==> src/rtl/word_scan_pkg.sv <==
// Shared types for the word tokenizer stage.
// Scan states and character constants.
package word_scan_pkg;

  typedef enum logic [2:0] {
    S_IDLE,
    S_SKW,
    S_SKP,
    S_TKW,
    S_TOK,
    S_DONE
  } scan_st_t;

  localparam logic [7:0] SPC = 8'h20;
  localparam logic [7:0] NUL = 8'h00;

endpackage

==> src/rtl/word_scan.sv <==
// Tokenizer: skips leading delimiters in memory and reports
// the next token's address, length and the resume address.
module word_scan
  import word_scan_pkg::*;
#(
  parameter int ASZ = 16,
  parameter int LSZ = 5
) (
  input  logic           clk,
  input  logic           rst_n,
  input  logic           start,
  input  logic [ASZ-1:0] a0,
  input  logic [ASZ-1:0] a_end,
  input  logic [7:0]     delim,
  input  logic [7:0]     md,
  output logic [ASZ-1:0] ma,
  output logic           mre,
  output logic           bsy,
  output logic           done,
  output logic [ASZ-1:0] tok_a,
  output logic [LSZ-1:0] tok_len,
  output logic [ASZ-1:0] nxt_a,
  output logic           eol,
  output logic           ovf
);

  localparam logic [LSZ-1:0] LMAX = '1;
  localparam logic [ASZ-1:0] AONE = ASZ'(1);

  scan_st_t       st;
  logic [ASZ-1:0] a;
  logic [7:0]     dl;
  logic [LSZ-1:0] len;
  logic           term;
  logic           dlm;

  // With a space delimiter, every control char counts as whitespace.
  function automatic logic is_delim(
    input logic [7:0] ch,
    input logic [7:0] d
  );
    return (ch != NUL) &&
           ((ch == d) || ((d == SPC) && (ch <= SPC)));
  endfunction

  // End of buffer wins over whatever md holds.
  assign term = (a == a_end) || (md == NUL);
  assign dlm  = !term && is_delim(md, dl);
  assign ma   = a;

  always_ff @(posedge clk or negedge rst_n) begin
    if (!rst_n) begin
      st      <= S_IDLE;
      a       <= '0;
      dl      <= '0;
      len     <= '0;
      mre     <= 1'b0;
      bsy     <= 1'b0;
      done    <= 1'b0;
      tok_a   <= '0;
      tok_len <= '0;
      nxt_a   <= '0;
      eol     <= 1'b0;
      ovf     <= 1'b0;
    end else begin
      done <= 1'b0;
      mre  <= 1'b0;
      unique case (st)
        S_IDLE: begin
          if (start) begin
            a   <= a0;
            dl  <= delim;
            len <= '0;
            eol <= 1'b0;
            ovf <= 1'b0;
            bsy <= 1'b1;
            mre <= 1'b1;
            st  <= S_SKW;
          end
        end
        S_SKW: st <= S_SKP;
        S_SKP: begin
          unique case (1'b1)
            term: begin
              eol     <= 1'b1;
              tok_a   <= a;
              tok_len <= '0;
              nxt_a   <= a;
              bsy     <= 1'b0;
              done    <= 1'b1;
              st      <= S_DONE;
            end
            dlm: begin
              a   <= a + AONE;
              mre <= 1'b1;
              st  <= S_SKW;
            end
            default: begin
              tok_a <= a;
              len   <= LSZ'(1);
              a     <= a + AONE;
              mre   <= 1'b1;
              st    <= S_TKW;
            end
          endcase
        end
        S_TKW: st <= S_TOK;
        S_TOK: begin
          unique case (1'b1)
            term: begin
              tok_len <= len;
              nxt_a   <= a;
              bsy     <= 1'b0;
              done    <= 1'b1;
              st      <= S_DONE;
            end
            dlm: begin
              tok_len <= len;
              nxt_a   <= a + AONE;
              bsy     <= 1'b0;
              done    <= 1'b1;
              st      <= S_DONE;
            end
            default: begin
              a <= a + AONE;
              if (len == LMAX) ovf <= 1'b1;
              else len <= len + LSZ'(1);
              mre <= 1'b1;
              st  <= S_TKW;
            end
          endcase
        end
        S_DONE: st <= S_IDLE;
        default: st <= S_IDLE;
      endcase
    end
  end

endmodule

==> config.mk <==
export PLATFORM = sky130hd
export DESIGN_NAME = word_scan
export DESIGN_NICKNAME = d
export VERILOG_FILES = /design/src/rtl/word_scan_pkg.sv /design/src/rtl/word_scan.sv
export SDC_FILE = /design/constraint.sdc
export NUM_CORES = 1
export LEC_CHECK = 0
export CORE_ASPECT_RATIO = 1.75
export CORE_MARGIN = 1.5
export CORE_UTILIZATION = 45
export DETAILED_ROUTE_END_ITERATION = 16
export PLACE_DENSITY = 0.72
export SLEW_MARGIN = 20
export SYNTH_ARGS = -nofsm -noshare
export SYNTH_HDL_FRONTEND = slang
export SYNTH_SLANG_ARGS = --single-unit
==> constraint.sdc <==
create_clock -name clk -period 3 [get_ports clk]
set_clock_uncertainty 0.05 [all_clocks]
set_input_delay 0.75 -clock clk [delete_from_list [all_inputs] [get_ports clk]]
set_output_delay 0.75 -clock clk [all_outputs]
set_load 0.02 [all_outputs]
==> metrics.md <==
| Metric | Value |
|---|---|
| Status | finished, final reports clean |
| Layout Cells excl Fill | 660 |
| Crit path DAT | 3.08 ns |
| Max-slew violation count | 0 |
| Placed Area | 5470 um^2 |
| Clock group share of total power | 0.159 |
| Grt ovf | 0 |
| Clk slew on worst S/H paths | 0.05 ns |
| Die Wd | 75.4 um |
| Dominant cell type by area after synthesis | dfrtp_1 |
| Max frequency | 343 MHz |
| Comb power frac | 0.545 |
| # rows | 46 |
| Total number of vias | 3734 |
| Vias in the first global route | 3771 |
| Lkg Pwr | 2.40 nW |
| Root Buffer | clkbuf_16 |
| Number of buffers added on ports | 108 |
| CTS buffer count | 9 |
| R2R depth | 9 |
| Seq pwr share | 0.296 |
| Final Cell Area | 5740 um^2 |
| Top FF cell, synth | dfrtp_1 |
| Tcrit/Tclk final | 0.973 |
| FILL cells | 797 |
| Avg Synthesized Cell Area | 10.0 um^2 |
| Async SR Flop Fraction | 1.00 |
| CP Max Fanout | 9 |
| Post-synth EDFFs | 0 |
| Synth area leaders | dfrtp_1, mux2_1, xnor2_1 |
| # clock sinks | 74 |
| Cells after synthesis | 411 |
| Clock buffer depth | 2 |
| Netlist Area Pre-Place | 4120 um^2 |
| Area grow syn2layout | 39.2% |
| Nets | 590 |
| First-pass GRT wire length | 18.5 mm |
| Violation count after the first detailed-route iteration | 241 |
| Hold Fails Final Rpt | 0 |
| DRC | 0 |
| Hold/Removal Path Class | reg -> reg |
| All-Layer GR Usage | 0.252 |
| Worst setup EP type | register |
| P_sw | 2.45 mW |
| Final Setup Violations | 0 |
| Num ports | 109 |
| Die ar. | 9770 um^2 |
| Initial antenna violation count | 0 |
| Final WL | 11.9 mm |
| Worst skew pair latency | 0.33 ns |
| R2R setup slack | 0.47 ns |
| Die Height | 130 um |
| Vias per cell | 5.66 |
| Placed insts | 644 |
| RSZ-0062 raised after global routing | false |
| Synth Register Bits | 74 |
| Data required, critical path | 3.16 ns |
| R2r startpoint | ma[6] |
| Total power | 5.92 mW |
| Maximum VDD drop | 0.000723 V |
| Dpl hpwl | 8.76 mm |
| Diode count | 0 |
| Switching Share | 0.413 |
| Minimum clock period | 2.92 ns |
| Slew HR | 0.380 |
| Routability cong. | 0.881 |
| Critical Path Source Type | primary input |
| Largest net degree at the start of global routing | 75 |
| # hold bufs at CTS | 0 |
| Worst Tran Pin Value | 0.930 ns |
| Synth top area share | 0.449 |
| DRT Pass-1 Iters | 5 |
| Hold_ws | 0.437 ns |
| Pwr dens | 1030 nW/um^2 |
| WHS Endpoint | tok_a[7] |
| Hold depth | 1 |
| Remaining antenna violation count | 0 |
| Worst hold path startpoint | tok_a[7] |
| Syn Nets | 465 |
| Effective utilization at floorplan | 0.459 |
| Pint | 3.48 mW |
| CTS tree | done |
| Htree depth | 3 |
| Critical R2R Capture | nxt_a[1] |
| Yosys warnings | 0 |
| Netlist cell types | 54 |
| Core box area | 8980 um^2 |
| Routed len/inst | 18.0 um |
| Critical path class | in -> reg |
| Max-cap violations | 0 |
| Layout cell share with drive strength beyond 1 | 0.152 |
| Seq/Total Area, Yosys | 0.449 |
-- timing repair --
item / in CTS / in global routing
gates resized for setup: 0 / 1
endpoints found under the setup margin: 0 / 38
endpoints found under the hold margin: 0 / 0
setup buffers: 0 / 1
-- placed cells by master (no fill, tap or decap), types with 2 or more instances in the layout --
| cell type | count |
|---|---|
| a32oi_1 | 4 |
| clkbuf_16 | 9 |
| nor4_1 | 6 |
| nand4_1 | 16 |
| buf_4 | 38 |
| clkbuf_1 | 2 |
| a21oi_1 | 4 |
| xor2_1 | 17 |
| nor3_1 | 9 |
| a211oi_1 | 2 |
| buf_12 | 2 |
| nor4_2 | 2 |
| and2_1 | 6 |
| nand2_1 | 38 |
| ha_1 | 3 |
| clkinv_2 | 4 |
| mux2i_1 | 3 |
| nand2b_1 | 2 |
| nand3_1 | 10 |
| and3_1 | 9 |
| o22ai_1 | 3 |
| o22a_1 | 13 |
| mux2_2 | 15 |
| or3_1 | 3 |
| mux2_1 | 17 |
| inv_1 | 6 |
| dfrtp_1 | 74 |
| a31oi_1 | 26 |
| a21oi_4 | 2 |
| o21ai_0 | 15 |
| xnor2_1 | 20 |
| nor2_1 | 30 |
| clkdlybuf4s50_1 | 107 |
-- per-stage QoR --
stage / utilization / setup slack [ns] / TNS [ns]
2_1_floorplan: - / 0.389 / 0
3_3_place_gp: 0.609 / -0.215 / -8.29
3_5_place_dp: 0.609 / -0.278 / -9.85
4_1_cts: 0.637 / 0.0456 / 0
5_1_grt: 0.639 / 0.00675 / 0
6_report: 0.639 / 0.0821 / 0
-- logic make-up after synthesis --
kind of cell,synth area share
AND/OR/NAND/NOR,0.174
XOR/XNOR,0.0786
multiplexers,0.0947
buffers and inverters,0.0534
adder cells (fa/ha/maj),0.00911
AO/OA/AOI/OAI,0.141
flip-flops,0.449
-- layout make-up --
class                      instances  area [um^2]  share of cell area
sequential                        74         1850               0.323
timing repair buffer             147         1400               0.243
clock inverter                     4         20.0             0.00349
clock buffer                      11          233              0.0406
inverter                           7         26.3             0.00458
multi-input combinational        297         2060               0.359
tap                              120          150              0.0262
-- how the worst max path moves through the flow --
stage | to | startpoint | slack (ns) | cells after the start
final | nxt_a[1] | a_end[11] | 0.08 | 10
after CTS | nxt_a[1] | a_end[13] | 0.05 | 10
after global routing | nxt_a[1] | a_end[15] | 0.007 | 9
after detailed placement | nxt_a[1] | a_end[13] | -0.28 | 10
after floorplan | tok_a[12] | md[0] | 0.39 | 7
after global placement | nxt_a[8] | a_end[13] | -0.22 | 10
-- worst max-delay path, cell delays in order --
cell and delay (ns):
clkdlybuf4s50_1 0.43, xor2_1 0.22, nor4_2 0.28, buf_4 0.14, nand4_1 0.23, buf_4 0.24
a21oi_4 0.12, or2_1 0.14, buf_4 0.18, mux2_2 0.36
-- layer usage --
layer | track usage | share of wire
met1 | 0.280 | 0.36
met2 | 0.443 | 0.55
met3 | 0.0428 | 0.053
met4 | 0.134 | 0.037
met5 | 0 | 0
-- registers in the layout (all words and copies together), names as in the netlist --
name     count
dl           8
eol          1
tok_a       16
st           3
ovf          1
bsy          1
tok_len      5
ma          16
len          5
done         1
nxt_a       16
mre          1
-- synthesized netlist by cell type (all sizes together) (2+ instances only) --
| cell type | count |
|---|---|
| a21oi | 6 |
| o22a | 14 |
| mux2 | 32 |
| nor3 | 10 |
| nor2 | 30 |
| nor4 | 8 |
| clkbuf | 11 |
| inv | 7 |
| and3 | 9 |
| xor2 | 17 |
| ha | 3 |
| and2 | 6 |
| mux2i | 3 |
| nor2b | 2 |
| nand2b | 2 |
| or3 | 3 |
| nand2 | 38 |
| xnor2 | 20 |
| o22ai | 4 |
| dfrtp | 74 |
| nand4 | 17 |
| nand3 | 11 |
| a211oi | 2 |
| buf | 22 |
| o21ai | 16 |
| a31oi | 27 |
| a32oi | 4 |
-- power by group through the flow --
| stage | combinational, mW | sequential (mW) | clock [mW] |
|---|---|---|---|
| 4_1_cts | 3.22 | 1.75 | 0.961 |
| 2_1_floorplan | 1.70 | 1.99 | 0 |
| 3_3_place_gp | 3.16 | 1.76 | 0 |
| 5_1_grt | 3.47 | 1.80 | 1.00 |
| 6_report | 3.23 | 1.75 | 0.939 |
| 3_5_place_dp | 3.20 | 1.77 | 0 |
(Power assumes the default switching activity.)
